$ cat src/rtl/if_stage.sv
// Instruction fetch stage: PC register, IF/ID pipeline register and a
// BOOT/RUN/HALT sequencer with jump/branch redirect and halt-opcode detection.
module if_stage (
  input  logic        clk,
  input  logic        rst_n,
  input  logic        stall_i,
  input  logic        branch_i,
  input  logic [31:0] branch_target_i,
  input  logic        jump_i,
  input  logic [25:0] jump_index_i,
  output logic [31:0] imem_addr_o,
  input  logic [31:0] imem_rdata_i,
  output logic [31:0] ifid_instr_o,
  output logic [31:0] ifid_pc4_o,
  output logic        ifid_valid_o,
  output logic [5:0]  op_o,
  output logic        halted_o,
  output logic [15:0] fetch_cnt_o
);

  localparam logic [5:0] OP_HALT = 6'd63;

  typedef enum logic [1:0] {
    BOOT = 2'd0,
    RUN  = 2'd1,
    HALT = 2'd2
  } state_e;

  state_e      state_q, state_d;
  logic [31:0] pc_q, pc_d;
  logic [31:0] instr_q, instr_d;
  logic [31:0] pc4_q, pc4_d;
  logic        valid_q, valid_d;
  logic [15:0] cnt_q, cnt_d;

  logic [31:0] pc_plus4;
  logic [31:0] jump_pc;
  logic [31:0] branch_pc;

  assign pc_plus4  = pc_q + 32'd4;
  assign jump_pc   = {pc4_q[31:28], jump_index_i, 2'b00};
  assign branch_pc = branch_target_i & 32'hFFFF_FFFC;

  always_comb begin
    state_d = state_q;
    pc_d    = pc_q;
    instr_d = instr_q;
    pc4_d   = pc4_q;
    valid_d = valid_q;
    cnt_d   = cnt_q;
    case (state_q)
      BOOT: state_d = RUN;
      RUN: begin
        // Redirects win over stall and over a fetched halt word.
        if (jump_i || branch_i) begin
          pc_d    = jump_i ? jump_pc : branch_pc;
          instr_d = 32'h0;
          pc4_d   = 32'h0;
          valid_d = 1'b0;
        end else if (!stall_i) begin
          if (imem_rdata_i[31:26] == OP_HALT) begin
            instr_d = 32'h0;
            pc4_d   = 32'h0;
            valid_d = 1'b0;
            state_d = HALT;
          end else begin
            instr_d = imem_rdata_i;
            pc4_d   = pc_plus4;
            valid_d = 1'b1;
            pc_d    = pc_plus4;
            cnt_d   = cnt_q + 16'd1;
          end
        end
      end
      HALT: state_d = HALT;
      default: state_d = BOOT;
    endcase
  end

  always_ff @(posedge clk or negedge rst_n) begin
    if (!rst_n) begin
      state_q <= BOOT;
      pc_q    <= 32'h0;
      instr_q <= 32'h0;
      pc4_q   <= 32'h0;
      valid_q <= 1'b0;
      cnt_q   <= 16'h0;
    end else begin
      state_q <= state_d;
      pc_q    <= pc_d;
      instr_q <= instr_d;
      pc4_q   <= pc4_d;
      valid_q <= valid_d;
      cnt_q   <= cnt_d;
    end
  end

  assign imem_addr_o  = pc_q;
  assign ifid_instr_o = instr_q;
  assign ifid_pc4_o   = pc4_q;
  assign ifid_valid_o = valid_q;
  assign op_o         = instr_q[31:26];
  assign halted_o     = (state_q == HALT);
  assign fetch_cnt_o  = cnt_q;

endmodule
$ cat config.mk
export PLATFORM = sky130hd
export DESIGN_NAME = if_stage
export DESIGN_NICKNAME = d
export VERILOG_FILES = /design/src/rtl/if_stage.sv
export SDC_FILE = /design/constraint.sdc
export NUM_CORES = 1
export LEC_CHECK = 0
export CORE_MARGIN = 1
export CORE_UTILIZATION = 35
export DETAILED_ROUTE_END_ITERATION = 6
export PLACE_DENSITY = 0.75
export RECOVER_POWER = 25
export SKIP_CTS_REPAIR_TIMING = 1
export SLEW_MARGIN = 20
export SYNTH_ARGS = -nofsm -noshare
export SYNTH_HDL_FRONTEND = slang
export SYNTH_SLANG_ARGS = --single-unit
$ cat constraint.sdc
create_clock -name clk -period 2.3 [get_ports clk]
set_input_delay 0.23 -clock clk [delete_from_list [all_inputs] [get_ports clk]]
set_output_delay 0.23 -clock clk [all_outputs]
set_load 0.01 [all_outputs]
==> impl_metrics.py <==
metrics = {
    "status": {
        "status": "complete, no violations",
    },
    "routing": {
        "drc": 0,
        "ant_nets": 0,
        "wl_per_cell_um": 18.1,
        "num_vias": 5275,
        "vias_per_cell": 5.25,
        "drt-initial-drc-count": 408,
        "wl_um": 18200,
        "drt_pass1_iterations": 6,
    },
    "synth": {
        "avgSynthCellArea_um2": 10.1,
        "yosysWarnings": 0,
        "synth-main-ff-cell": "dfrtp_1",
        "async_reset_ff_frac": 1.00,
        "syn_area_mm2": 0.00569,
        "synthDistinctLibCells": 69,
        "synth_edf_count": 0,
        "synth_seq_cells": 112,
        "synthCells": 565,
        "synth-seq-area-share": 0.492,
    },
    "worst_setup_path": {
        "slowest_stage": "nor4_4",
        "path_buf_inv": 0,
        "start_kind": "flop",
        "crit_arrival_ns": 2.33,
        "critPathKind": "flop to flop",
        "crit_path_max_fanout": 7,
        "crit_family": "simple AND/OR/NAND/NOR gates",
        "crit_path_frequent_cell": "nand4_1",
        "slowest_delay_ns": 0.53,
        "cp.required_ns": 2.59,
        "end_kind": "flop",
        "path_cells": "nand4_1 > nor4_4 > nand4_1 > or3_1 > nand3_1",
    },
    "final_layout": {
        "area_delta_synth_final_pct": 48.9,
        "final_cell_mix": "clkdlybuf4s50_1, dfrtp_1, nand2_1",
        "nets": 885,
        "fill_cells": 1472,
        "drive_above_1_share": 0.0989,
        "final_common_cell": "clkdlybuf4s50_1",
        "antennaDiodeCount": 0,
        "post-route-util": 0.534,
    },
    "placed_design": {
        "dp_hpwl_um": 13500,
        "dp_slack_ns": 0.0842,
        "gp_congestion": 0.866,
        "numPortBuffers": 210,
    },
    "run": {
        "cap_violations": 0,
    },
    "floorplan": {
        "core_area_mm2": 0.0159,
        "die_h_um": 130,
        "die_x_um": 130,
        "initial_core_util": 0.358,
        "rows": 46,
        "die_area_mm2": 0.0168,
        "ios": 215,
    },
    "sta": {
        "maxSlewViolCount": 0,
        "slew_headroom": 0.302,
        "finalWorstSetupSlack_ns": 0.266,
        "finalCritPeriodShare": 0.885,
        "fin_hold_ws_ns": 0.471,
        "min_period_ns": 2.03,
        "rsz0062_at_grt": "no",
        "tightest_slew_ns": 1.05,
        "finClkSkew_ns": 0.0111,
        "finalSetupViolCount": 0,
        "hold_viol_final": 0,
        "fmax_mhz": 492,
        "setup_tns_ns": 0,
    },
    "global_routing": {
        "grt_pass1_wl_um": 28000,
        "grt_pass1_vias": 5272,
        "grt_max_degree": 64,
        "overflow": 0,
        "antenna_found_initial": 0,
        "grtUsageTotal": 0.219,
    },
    "pwr": {
        "leakagePower_nw": 3.48,
        "p_sw_frac": 0.372,
        "p_comb_frac": 0.466,
        "internal-power_mw": 5.74,
        "ir_worst_vdd_mv": 0.475,
        "switching_power_mw": 3.39,
        "power.density_mw_per_mm2": 1080,
        "seq_power_share": 0.367,
        "p_clk_frac": 0.167,
    },
    "clock_network": {
        "cts_tree": "built",
        "htree_levels": 3,
        "clock-sinks": 112,
        "clk-insertion-delay-late_ns": 0.36,
        "cts_made_buffers": 9,
        "cts_root_buffer": "clkbuf_16",
        "clk_pin_slew_ns": 0.07,
        "clk_path_buf_depth": 2,
    },
    "worst_hold_path": {
        "min_path_type": "input port to flop",
    },
}
[final cells by class]
type / instances / area (um2) / share of cell area
Multi-Input combinational cell: 398 / 2590 / 0.306
Timing Repair Buffer: 251 / 2480 / 0.292
Clock inverter: 4 / 28.8 / 0.00340
Tap cell: 216 / 270 / 0.0319
Sequential cell: 112 / 2800 / 0.331
Inverter: 13 / 48.8 / 0.00576
Clock buffer: 11 / 253 / 0.0298
[registers in the layout, indices dropped and copies added, names as in the netlist]
name	flops
state_q	2
ifid_pc4_o	31
fetch_cnt_o	16
imem_addr_o	30
ifid_instr_o	32
ifid_valid_o	1
[cells by family after synthesis]
| family | Yosys count | share of synthesized area |
|---|---|---|
| DFF | 112 | 0.492 |
| muxes | 4 | 0.00725 |
| and+or+nand+nor | 173 | 0.158 |
| adders and majority gates | 5 | 0.0110 |
| buffers and inverters | 56 | 0.0545 |
| xor gates and xnor gates | 43 | 0.0662 |
| AOI/OAI and AO/OA | 171 | 0.210 |
| other | 1 | 0.000659 |
[path summary, 6_finish.rpt]
check / cells past startpoint / from / slack [ns] / end
hold reg to reg: 2 / ifid_pc4_o[13]$_DFFE_PN0P_ / 0.48 / ifid_pc4_o[13]$_DFFE_PN0P_
setup reg to reg: 5 / imem_addr_o[16]$_DFFE_PN0P_ / 0.27 / imem_addr_o[30]$_DFFE_PN0P_
setup / recovery: 5 / imem_addr_o[16]$_DFFE_PN0P_ / 0.27 / imem_addr_o[30]$_DFFE_PN0P_
hold / removal: 2 / imem_rdata_i[2] / 0.47 / ifid_instr_o[2]$_DFFE_PN0P_
max in group asynchronous: 3 / rst_n / 0.40 / ifid_instr_o[4]$_DFFE_PN0P_
min in group asynchronous: 2 / rst_n / 0.60 / fetch_cnt_o[2]$_DFFE_PN0P_
[Yosys cell counts, drive strengths merged (11+ instances only)]
library cell	n	area share
o21ai	40	0.036
a21oi	28	0.025
nand2	76	0.051
a22o	36	0.055
o22ai	15	0.016
nand3	15	0.013
buf	27	0.030
nand4	18	0.025
clkbuf	15	0.0099
nor3	11	0.011
inv	12	0.0079
dfrtp	112	0.49
xnor2	23	0.035
nor2	25	0.016
xor2	20	0.031
[stage by stage]
stage | instances | power (mW) | instance area (um2)
floorplan | 566 | 5.34 | 5700
global placement | 989 | 7.55 | 8190
detailed placement | 989 | 7.63 | 8190
CTS | 1004 | 9.18 | 8470
global route | 1005 | 9.70 | 8480
finish | 1005 | 9.13 | 8480
[power groups by stage]
stage | Clock [mW] | Combinational [mW] | Sequential [mW]
detailed placement | 0 | 4.26 | 3.37
global route | 1.63 | 4.61 | 3.46
global placement | 0 | 4.19 | 3.36
floorplan | 0 | 1.79 | 3.55
CTS | 1.56 | 4.28 | 3.35
finish | 1.53 | 4.25 | 3.35
[worst register-to-register path: cells and delay by family, from the launching register on]
kind             cells  cell delay (ns)
DFF                  1             0.46
and+or+nand+nor      5             1.51
[routing by layer]
layer / up-vias / global-route usage / wire length (um)
met1: 2540 / 0.284 / 7880
met3: 17 / 0.0483 / 1520
li1: 2489 / - / -
met2: 229 / 0.357 / 8510
met5: - / 0 / 0
met4: 0 / 0.0828 / 252
(Power assumes the default switching activity.)
